**config.mk**
```make
export PLATFORM = sky130hd
export DESIGN_NAME = ifu_fetch_queue
export DESIGN_NICKNAME = d
export VERILOG_FILES = /design/src/rtl/ifu_fetch_queue_pkg.sv /design/src/rtl/ifu_fetch_queue_fifo.sv /design/src/rtl/ifu_fetch_queue.sv
export SDC_FILE = /design/constraint.sdc
export NUM_CORES = 1
export LEC_CHECK = 0
export CAP_MARGIN = 20
export CORE_ASPECT_RATIO = 1.2
export CORE_MARGIN = 5
export CORE_UTILIZATION = 50
export CTS_CLUSTER_SIZE = 28
export DETAILED_ROUTE_END_ITERATION = 10
export GPL_TIMING_DRIVEN = 0
export PLACE_DENSITY_LB_ADDON = 0.15
export SKIP_LAST_GASP = 1
export SYNTH_ARGS = -nofsm -noshare
export SYNTH_HDL_FRONTEND = slang
export SYNTH_HIERARCHICAL = 1
export SYNTH_SLANG_ARGS = --single-unit
```
**constraint.sdc**
```tcl
create_clock -name clk -period 5.45 [get_ports clk]
set_clock_uncertainty 0.05 [all_clocks]
set_input_delay 1.3625 -clock clk [delete_from_list [all_inputs] [get_ports clk]]
set_output_delay 1.3625 -clock clk [all_outputs]
set_load 0.02 [all_outputs]
```
**src/rtl/ifu_fetch_queue_pkg.sv**
```systemverilog
// Shared definitions for the queued instruction fetch unit.
package ifu_fetch_queue_pkg;

    localparam int RegWidth   = 64;   // PC width
    localparam int INSTWide   = 32;   // instruction width
    localparam int MemAddrBus = 32;   // imem address bus width
    localparam int MemDataBus = 64;   // imem data bus width

    localparam logic [1:0] RESP_OKAY = 2'b00;

    // Fetch FSM: IDLE waits for a credit, REQ drives the AR channel,
    // WAIT accepts the single R beat belonging to that request.
    typedef enum logic [1:0] {
        IFQ_IDLE = 2'd0,
        IFQ_REQ  = 2'd1,
        IFQ_WAIT = 2'd2
    } ifq_state_e;

endpackage

```
**src/rtl/ifu_fetch_queue_fifo.sv**
```systemverilog
// Synchronous FIFO holding fetched {pc, inst, fault} entries.
// Flush has priority over push and pop; pop on empty and push on full are ignored.
module ifq_fifo #(
    parameter int WIDTH = 97,
    parameter int DEPTH = 4
) (
    input  logic                     clk,
    input  logic                     rst,
    input  logic                     push_i,
    input  logic                     pop_i,
    input  logic                     flush_i,
    input  logic [WIDTH-1:0]         data_i,
    output logic [WIDTH-1:0]         head_o,
    output logic [$clog2(DEPTH):0]   count_o,
    output logic                     empty_o
);
    localparam int AW = $clog2(DEPTH);

    logic [WIDTH-1:0] mem_q [DEPTH];
    logic [AW-1:0]    rd_ptr_q, rd_ptr_d;
    logic [AW-1:0]    wr_ptr_q, wr_ptr_d;
    logic [AW:0]      count_q, count_d;
    logic             do_push, do_pop;

    assign empty_o = (count_q == '0);
    assign do_push = push_i && (count_q != (AW+1)'(DEPTH)) && !flush_i;
    assign do_pop  = pop_i && !empty_o && !flush_i;
    assign head_o  = mem_q[rd_ptr_q];
    assign count_o = count_q;

    // Next pointers and occupancy; a simultaneous push and pop leaves count unchanged.
    always_comb begin
        rd_ptr_d = rd_ptr_q;
        wr_ptr_d = wr_ptr_q;
        count_d  = count_q;
        if (flush_i) begin
            rd_ptr_d = '0;
            wr_ptr_d = '0;
            count_d  = '0;
        end else begin
            if (do_push) wr_ptr_d = wr_ptr_q + 1'b1;
            if (do_pop)  rd_ptr_d = rd_ptr_q + 1'b1;
            case ({do_push, do_pop})
                2'b10:   count_d = count_q + 1'b1;
                2'b01:   count_d = count_q - 1'b1;
                default: count_d = count_q;
            endcase
        end
    end

    // Pointer and occupancy registers.
    always_ff @(posedge clk) begin
        if (rst) begin
            rd_ptr_q <= '0;
            wr_ptr_q <= '0;
            count_q  <= '0;
        end else begin
            rd_ptr_q <= rd_ptr_d;
            wr_ptr_q <= wr_ptr_d;
            count_q  <= count_d;
        end
    end

    // Storage; cleared on reset so the head reads as zero out of reset.
    always_ff @(posedge clk) begin
        if (rst) begin
            for (int i = 0; i < DEPTH; i++) mem_q[i] <= '0;
        end else if (do_push) begin
            mem_q[wr_ptr_q] <= data_i;
        end
    end

endmodule

```
**src/rtl/ifu_fetch_queue.sv**
```systemverilog
// Instruction fetch unit: AXI-lite read master toward imem feeding a fetch
// queue ahead of IDU, with jump/interrupt redirect, flush and response squash.
module ifu_fetch_queue
    import ifu_fetch_queue_pkg::*;
#(
    parameter int          XLEN     = RegWidth,
    parameter int          ADDR_W   = MemAddrBus,
    parameter int          DATA_W   = MemDataBus,
    parameter int          INST_W   = INSTWide,
    parameter int          DEPTH    = 4,
    parameter logic [63:0] RESET_PC = 64'h8000_0000
) (
    input  logic              clk,
    input  logic              rst,
    input  logic              isIntrPC,
    input  logic [XLEN-1:0]   IntrPC,
    input  logic              is_jump,
    input  logic [XLEN-1:0]   JumpPc,
    output logic              ARVALID,
    output logic [ADDR_W-1:0] ARADDR,
    input  logic              ARREADY,
    input  logic              RVALID,
    output logic              RREADY,
    input  logic [DATA_W-1:0] RDATA,
    input  logic [1:0]        RRESP,
    output logic [INST_W-1:0] inst_o,
    output logic [XLEN-1:0]   pc_o,
    output logic              fault_o,
    output logic              ifu_valid,
    input  logic              idu_ready
);
    // Handshake rule used on every channel here: a transfer happens on a
    // rising clk edge where valid and ready are both high; once ARVALID is
    // raised, it and ARADDR hold until ARREADY, and RREADY is high for the
    // whole WAIT state so RVALID is never stalled.

    localparam int EW    = XLEN + INST_W + 1;
    localparam int CW    = $clog2(DEPTH) + 1;
    localparam int OFF_W = $clog2(DATA_W / 8);

    ifq_state_e        state_q, state_d;
    logic [XLEN-1:0]   fetch_pc_q, fetch_pc_d;
    logic [XLEN-1:0]   req_pc_q, req_pc_d;
    logic              drop_q, drop_d;

    logic              redirect;
    logic [XLEN-1:0]   redirect_pc;
    logic [INST_W-1:0] lane_inst;
    logic              fifo_push, fifo_pop, fifo_empty;
    logic [CW-1:0]     fifo_count;
    logic [EW-1:0]     fifo_head;

    assign redirect    = isIntrPC | is_jump;
    assign redirect_pc = isIntrPC ? IntrPC : JumpPc;

    // Pick the instruction lane addressed by the request PC inside the data beat.
    generate
        if (OFF_W > 2) begin : g_lane_mux
            logic [OFF_W-3:0] lane_idx;
            assign lane_idx  = req_pc_q[OFF_W-1:2];
            assign lane_inst = RDATA[lane_idx*INST_W +: INST_W];
        end else begin : g_lane_single
            assign lane_inst = RDATA[INST_W-1:0];
        end
    endgenerate

    // ARADDR comes from req_pc, latched when leaving IDLE, so it cannot move
    // while a request is held even if fetch_pc is redirected meanwhile.
    assign ARADDR = req_pc_q[ADDR_W-1:0];

    // Next-state logic: issue/accept sequencing, PC advance, drop tracking.
    always_comb begin
        state_d    = state_q;
        fetch_pc_d = fetch_pc_q;
        req_pc_d   = req_pc_q;
        drop_d     = drop_q;
        ARVALID    = 1'b0;
        RREADY     = 1'b0;
        fifo_push  = 1'b0;
        case (state_q)
            IFQ_IDLE: begin
                // In IDLE nothing is outstanding, so the credit check is count < DEPTH.
                if (!redirect && (fifo_count < CW'(DEPTH))) begin
                    state_d  = IFQ_REQ;
                    req_pc_d = fetch_pc_q;
                end
            end
            IFQ_REQ: begin
                ARVALID = 1'b1;
                // A redirect cannot withdraw the address; mark its response stale.
                if (redirect) drop_d = 1'b1;
                if (ARREADY) begin
                    state_d = IFQ_WAIT;
                    if (!drop_q && !redirect) fetch_pc_d = fetch_pc_q + XLEN'(4);
                end
            end
            IFQ_WAIT: begin
                RREADY = 1'b1;
                if (redirect) drop_d = 1'b1;
                if (RVALID) begin
                    state_d   = IFQ_IDLE;
                    drop_d    = 1'b0;
                    fifo_push = !drop_q && !redirect;
                end
            end
            default: state_d = IFQ_IDLE;
        endcase
        if (redirect) fetch_pc_d = redirect_pc;
    end

    // FSM and fetch-address registers.
    always_ff @(posedge clk) begin
        if (rst) begin
            state_q    <= IFQ_IDLE;
            fetch_pc_q <= RESET_PC[XLEN-1:0];
            req_pc_q   <= RESET_PC[XLEN-1:0];
            drop_q     <= 1'b0;
        end else begin
            state_q    <= state_d;
            fetch_pc_q <= fetch_pc_d;
            req_pc_q   <= req_pc_d;
            drop_q     <= drop_d;
        end
    end

    // A redirect flushes the queue and voids any pop in the same cycle.
    assign fifo_pop = ifu_valid && idu_ready && !redirect;

    ifq_fifo #(
        .WIDTH (EW),
        .DEPTH (DEPTH)
    ) u_fifo (
        .clk     (clk),
        .rst     (rst),
        .push_i  (fifo_push),
        .pop_i   (fifo_pop),
        .flush_i (redirect),
        .data_i  ({req_pc_q, lane_inst, (RRESP != RESP_OKAY)}),
        .head_o  (fifo_head),
        .count_o (fifo_count),
        .empty_o (fifo_empty)
    );

    assign ifu_valid = !fifo_empty;
    assign {pc_o, inst_o, fault_o} = fifo_head;

endmodule

```
-- Word level (Yosys, flattened, before mapping)
Memory sizes are Yosys's and may differ from the RTL's. A register that Yosys moved wholly into a read port is not among the register bits.
Index checks and enable logic that the tools add are counted.
- bits in registers: 138
- logic and storage cells: 75
- bits of input ports: 201
- output and inout port bits: 132
- memory bits (writable): 388
- memories: 1
- memory list (name ; words ; width ; rd ports ; clocked after Yosys merged registers in ; wr ports ; RTL line ; source):
    u_fifo.mem_q ; 4 ; 97 ; 1 ; 1 ; 4 ; ifu_fetch_queue_fifo.sv:19 ; logic [WIDTH-1:0] mem_q [DEPTH];
- $lt $le $gt $ge: 1
- equal/unequal tests: 8
- bitwise gates (word level): 1
- add/sub/neg operators: 5
- multiplexer cells: 27
- reduce and logical (&&, ||, !) cells: 24
- shifts and indexed selects: 1
- operators by type and width (operator ; number):
    64-bit two-way mux ; 5
    97-bit two-way mux ; 1
    97-bit OR reduction ; 1
    64-bit by 3-bit adder with 64-bit output (second input constant) ; 1
    64-bit by 7-bit indexed part select with 32-bit output ; 1
    1-bit two-way mux ; 12
    2-bit two-way mux ; 6
    2-bit nonzero test ; 6
    1-bit logical AND ; 8
    2-bit inequality test (second input constant) ; 3
    2-bit one-hot mux with 3 select lines ; 1
    3-bit one-hot mux with 2 select lines ; 1
    3-bit AND reduction ; 2
    2-bit by 1-bit adder with 2-bit output (second input constant) ; 2
    2-bit by 1-bit == test with 1-bit output (second input constant) ; 2
    2-bit == test (second input constant) ; 2
    3-bit by 1-bit adder with 3-bit output (second input constant) ; 1
    1-bit zero test ; 3
    3-bit zero test ; 1
    3-bit less-than comparator (second input constant) ; 1
    3-bit inequality test (second input constant) ; 1
    3-bit by 1-bit subtractor with 3-bit output (second input constant) ; 1
    2-bit zero test ; 1
    1-bit one-hot mux with 2 select lines ; 1
    other kinds (3) ; 3

-- Longest topological paths before layout
Gate-level depths: netlist of run 1.
- word-level depth: 12
- mapped depth: 14
- depth with buffers taken out: 13

-- By module
The synthesis of run 1 kept the hierarchy.
- modules (own cells, without submodules) (module ; seq. area each (um^2) ; area an instance (um^2) ; instances ; cells each):
    ifq_fifo ; 11831.3 ; 17439.2 ; 1 ; 1023
    ifu_fetch_queue ; 2622.5 ; 7591.0 ; 1 ; 998

-- Worst setup path after synthesis of run 1
Ideal clock, no wire load.
- path kind: input to register
- start point: input isIntrPC
- end point: memory u_fifo.mem_q[0][0] (enable)
- data required time: 4.945 ns
- data arrival time: 4.836 ns
- setup slack: 0.109 ns
- path buffers: 2
- stages on the path: 8
- library setup time: 0.455 ns
- cells stage by stage: clkbuf_1 > nor2_1 > inv_1 > buf_1 > nor3_1 > inv_1 > nor3_1 > a21o_1
- RTL lines (item ; RTL line ; source):
    start: declaration ; ifu_fetch_queue.sv:15 ; input logic isIntrPC,
    end: declaration ; ifu_fetch_queue_fifo.sv:19 ;

==> results.md, run 1 <==
- Top Metal Used: met5
- Final WS setup: just under 300 ps
- Outcome: complete, no violations
- Post-Syn Area: 25000 um2
- Mapped Nets: 2229
- Dpl ws: -250 ps
- Worst path arrival time: ~5400 ps
- Post-DP HPWL: 57800 um
- Final setup TNS: 0 ps
- F_max: between 150 and 200 MHz
- Post-synth EDFFs: 388
- Final Hold Fails: 0
- CTS tree: yes
- Inserted Diodes: 0
- Routed WL: ~80000 um
- Remaining global-route overflow: 0
- Sequential fraction of the synthesis area: 57.7%
- Clock sink count: about 530
- Post-CTS sizing: 0
- Port bufs: ~330
- Post-CTS setup buffer count: 0
- Fin nets: 2618
- CP cell instances: clkdlybuf4s50_1 -> nor2_1 -> inv_1 -> buf_1 -> nor3_1 -> inv_1 -> nor3_1 -> a21o_4 -> buf_16
- Crit path kind: primary input to register
- Final worst-path cycle share: 94.7%
- Initial DRC count: 1752
- DRC Markers: 0
- Min-delay worst type: register to register
- Die area: around 55000 um2
- GRT Util Overall: between 20% and 30%
- Max VDD drop: roughly 0.25 mV
- PwrDens: roughly 290 nW/um2
- Post-CTS Hold Buffers: 0
- Post-layout util: a little over three fifths
- LEAKAGE: about 12 nW
- Vias in the first global route: between 15000 and 20000
- Commonest non-fill, non-tap cells in the layout: 388 x edfxtp_1, 331 x clkdlybuf4s50_1, 302 x and3_1
- Max Root-Sink Buffers: 3
- Inserted Clock Buffers: between 50 and 60
- Slowest stage delay, CP: 790 ps
- Placeable Area: slightly below 50000 um2
- Minimum clock period: around 5200 ps
- IO Pins: around 330
- Prevailing post-synth register cell: edfxtp_1
- Die span in y: about 260 um
- Post-route ant nets: 0
- CP max-delay cell: a21o_4
- Yosys warning total: 6
- Tightest Pin Transition: approximately 1200 ps
- Max_cap viols: 0
- Area Growth Syn to Fin: 23.8%
- Initial antenna violation count: 3
- Drt pass-1 iters: 5
- Drt wl/cell: about 26 um
- Critical path fanouts, max: 52
- Syn_area_per_cell: ~12 um2
- Normalized max-slew margin: approximately 23%
- Crit path capture type: register
- Gate Count Post-Synth: just over 2000
- Routed vias/inst: 6.02
- Most common cell after layout, fill and taps aside: edfxtp_1
- Largest area contributor in the synthesized netlist: edfxtp_1
- Initial Util: around half
- Final Setup Violations: 0
- Met3 wire length: roughly 5700 um
- Clock slew at reported path FFs: about 60 ps
- Worst skew pair latency: about 600 ps
- Setup slack, reg-to-reg: 1770 ps
- Synth top area cells: edfxtp_1 47%, dfxtp_1 11%, mux4_2 8.7%
- Min Hold Slack: ~440 ps
- Worst path required time: 5670 ps
- Global-route wire length before repair: between 100000 and 150000 um
- Unrepaired setup endpoints after global routing: false
- Count of distinct cell types in the synthesized netlist: between 70 and 80
- Share of the synthesized area in the top cell type: 46.5%
- Async SR Flop Fraction: 0%
- CTS HTree Levels: 2
- CP Launch Type: primary input
- Final Wtd Congestion: between 0.9 and 1
- Metal2 WL: approximately 40000 um
- Vias: between 15000 and 20000
- Power Total: just over 9 mW
- #FFs+latches synth: around 530
- Slew Viols, Final: 0
- Fraction of layout cells with a size suffix above 1: 13.9%
- Row count: 89
- Largest net degree at the start of global routing: between 60 and 70
- Met1 WL: between 30000 and 40000 um
- Clock Root Buffer: clkbuf_16
- Die X: 214 um
-- critical path: cells and delay by family --
kind	cells	cell delay, ps
buffers and inverters	5	1640
AND/OR/NAND/NOR	3	1550
AO/OA/AOI/OAI	1	790
-- per-layer routing --
| layer | vias to the layer above | global-route usage, % |
|---|---|---|
| met1 | 9187 | 36.4 |
| li1 | 8405 | - |
| met2 | 834 | 49.5 |
| met3 | 184 | 5.22 |
| met5 | - | 0 |
| met4 | 4 | 11.1 |
-- flip-flops by register name (all words and copies together), names as in the netlist, named ones only --
signal and flops:
drop_q 1, fetch_pc_q 64, req_pc_q 64, state_q 2, u_fifo/count_o 3, u_fifo/mem_q 388
u_fifo/rd_ptr_q 2, u_fifo/wr_ptr_q 2
-- cell families after synthesis --
family,share of synthesized area (%)
and+or+nand+nor,17.9
DFF,57.7
AOI/OAI and AO/OA,7.47
buffers and inverters,5.30
muxes,10.7
xor gates and xnor gates,0.595
adders and majority gates,0.380
-- final timing paths --
check,startpoint,endpoint,cells past startpoint
hold reg to reg,req_pc_q[43],req_pc_q[43],2
hold / removal,req_pc_q[43],req_pc_q[43],2
setup / recovery,is_jump,u_fifo/mem_q[2][22],9
setup reg to reg,state_q[0],u_fifo/mem_q[2][22],8
-- where the power goes --
| part | switching (mW) | internal, mW | total (mW) |
|---|---|---|---|
| Combinational | 0.549 | 0.401 | 0.950 |
| Sequential | 0.124 | 4.46 | 4.58 |
| Clock | 1.54 | 2.05 | 3.59 |
| Total | 2.21 | 6.91 | 9.12 |
-- per-stage QoR --
stage / instances / cell area (um2)
CTS: 3090 / 31000
global route: 3090 / 31000
floorplan: 2021 / 25000
detailed placement: 2994 / 29300
finish: 3090 / 31000
global placement: 2989 / 29100
-- cell usage after synthesis (12+ instances only) --
library cell and n:
dfxtp_1 140, a22oi_1 30, nor2_1 71, buf_8 20
mux4_2 97, nor4_1 16, nand4_1 35, edfxtp_1 388
o21ai_0 44, buf_4 42, mux2_2 33, nand3_1 24
clkbuf_1 92, and2_1 100, nor3_1 24, nand2_1 197
a21oi_1 117, a211oi_1 19, and3_1 302, buf_2 24
inv_1 19, buf_1 12
-- cell type report --
type	count	area [um2]
timing repair buffer	336	3450
multi-input combinational	1269	9280
clock buffer	72	1460
fill	3946	18300
sequential	528	14500
buffer	205	1260
clock inverter	24	231
tap	637	797
inverter	19	71.3
(Power assumes the default switching activity.)
==> run 2, diff against run 1 <==
--- a/constraint.sdc
+++ b/constraint.sdc
@@ -3,3 +3,3 @@
 set_input_delay 1.3625 -clock clk [delete_from_list [all_inputs] [get_ports clk]]
 set_output_delay 1.3625 -clock clk [all_outputs]
-set_load 0.02 [all_outputs]
+set_load 0.01 [all_outputs]
==> results of run 2 <==
The final DEF is identical to that of run 1. Status: complete, no violations.
Main changes from that run: total power 9.12 mW -> 9.09 mW
==> run 3, diff against run 2 <==
CORE_UTILIZATION = 45   (was 50)
==> results.md, run 3 (synthesized netlist as in run 1, its figures left out) <==
- Outcome: complete, no violations
- Die span in y: 268 um
- CP cell instances: clkdlybuf4s50_1 -> nor2_1 -> inv_1 -> buf_1 -> nor3_1 -> inv_1 -> nor3_1 -> a21o_4 -> buf_16
- Vias in the first global route: roughly 19000
- Clock slew at reported path FFs: around 60 ps
- Row count: 94
- Initial antenna violation count: 1
- Fill cells: between 4000 and 5000
- Placeable Area: roughly 55000 um2
- Min-delay worst type: register to register
- Biggest regs: u_fifo/mem_q: 388 flops, fetch_pc_q: 64 flops, req_pc_q: 64 flops
- Largest register FFs: between 300 and 400
- Vias: between 15000 and 20000
- Slowest stage delay, CP: about 700 ps
- CTS HTree Levels: 2
- Dpl ws: -211 ps
- Cell family with the largest share of critical-path delay: buffers and inverters
- Die area: just over 60000 um2
- Final worst-path cycle share: between 90 and 100%
- Critical path fanouts, max: 54
- Die X: 225 um
- PwrDens: slightly below 300 nW/um2
- Routed vias/inst: roughly 5.9
- Post-CTS Hold Buffers: 0
- Fin nets: ~2600
- Comb power frac: approximately 10%
- Placed Area: about 30000 um2
- Final Wtd Congestion: about 0.94
- Most common cell after layout, fill and taps aside: edfxtp_1
- Crit path buffers/inverters: 5
- Largest net degree at the start of global routing: between 50 and 60
- Biggest register: u_fifo/mem_q
- Clock sink count: about 530
- Worst path required time: approximately 5700 ps
- Minimum clock period: 5060 ps
- Drt pass-1 iters: 6
- Initial Util: between 40% and 50%
- Worst path arrival time: ~5300 ps
- Inserted Diodes: 0
- Final WS setup: around 390 ps
- Max_cap viols: 0
- Port bufs: around 330
- Non-filler cells, final: approximately 3200
- Sequential Area: roughly 14000 um2
- Fraction of layout cells with a size suffix above 1: between 10% and 20%
- Routed WL: around 82000 um
- F_max: between 150 and 200 MHz
- Final Hold Fails: 0
- Global-route wire length before repair: about 120000 um
- Crit path kind: primary input to register
- Sequential power share: between 40% and 50%
- CP max-delay cell: a21o_4
- IO Pins: 333
- Post-CTS setup buffer count: 0
- Final Setup Violations: 0
- CTS tree: yes
- Pint: about 7 mW
- Post-CTS sizing: 0
- Max VDD drop: ~0.22 mV
- Remaining global-route overflow: 0
- Post-DP HPWL: ~60000 um
- Max Root-Sink Buffers: 3
- Clock share of power: around 40%
- Inserted Clock Buffers: 52
- Switching Fraction: between 20% and 30%
- Area of the multi-input gates: 9280 um2
- Drt wl/cell: approximately 26 um
- Clock Root Buffer: clkbuf_16
- Normalized max-slew margin: 29.1%
- Crit path capture type: register
- Post-route ant nets: 0
- Area Growth Syn to Fin: 24.5%
- LEAKAGE: between 10 and 15 nW
- CP Launch Type: primary input
- Switching power: ~2.2 mW
- GRT Util Overall: a little over a quarter
- # placed instances: between 3000 and 4000
- Worst skew pair latency: ~610 ps
- Unrepaired setup endpoints after global routing: false
- Initial DRC count: 1644
- Tightest Pin Transition: 1060 ps
- Commonest non-fill, non-tap cells in the layout: 388 x edfxtp_1, 331 x clkdlybuf4s50_1, 302 x and3_1
- Slew Viols, Final: 0
- Final std cell area, no fill: between 30000 and 40000 um2
- DRC Markers: 0
-- run 3: through the flow --
| stage | hold slack, ps | power, mW | utilization, % | setup TNS, ps |
|---|---|---|---|---|
| floorplan | 381 | 5.07 | - | 0 |
| global placement | 418 | 5.56 | 53.2 | -929710 |
| detailed placement | 429 | 5.58 | 53.6 | -20850 |
| CTS | 437 | 9.25 | 56.7 | 0 |
| global route | 454 | 9.50 | 56.7 | 0 |
| finish | 437 | 9.20 | 56.7 | 0 |
-- run 3: final cells by class --
class                           count  area share, %
Sequential cell                   528           46.4
Multi-Input combinational cell   1269           29.8
Timing Repair Buffer              337           11.2
Clock buffer                       70           4.52
Buffer                            205           4.03
Tap cell                          720           2.89
Clock inverter                     28           1.02
Inverter                           19          0.229
-- run 3: path summary, 6_finish.rpt --
kind / from / cells after the start / slack, ps / endpoint
max: is_jump / 9 / 390 / u_fifo/mem_q[0][24]
min: fetch_pc_q[0] / 2 / 440 / req_pc_q[0]
max reg2reg: state_q[1] / 9 / 1830 / fetch_pc_q[46]
min reg2reg: fetch_pc_q[0] / 2 / 440 / req_pc_q[0]
-- run 3: worst reg2reg max path, stage by stage, from the launching register on --
cell,delay [ps]
dfxtp_1,330
inv_1,100
ha_1,360
and3b_1,210
clkbuf_1,550
clkbuf_1,710
clkbuf_1,670
nand2_1,140
o31ai_1,240
a211oi_1,100
-- run 3: routing by layer --
| layer | GRT usage, % | routed length (um) | part of all wire, % |
|---|---|---|---|
| met4 | 8.72 | 2920 | 3.5 |
| met2 | 46.3 | 41600 | 51 |
| met3 | 4.16 | 5620 | 6.8 |
| met5 | 0 | 0 | 0 |
| met1 | 34.2 | 32100 | 39 |
-- run 3: power by group through the flow --
stage               Clock (mW)  Sequential (mW)  Combinational [mW]
detailed placement           0             4.67               0.916
global route              3.92             4.60               0.982
floorplan                    0             4.62               0.451
global placement             0             4.67               0.892
CTS                       3.75             4.58               0.920
finish                    3.70             4.58               0.919
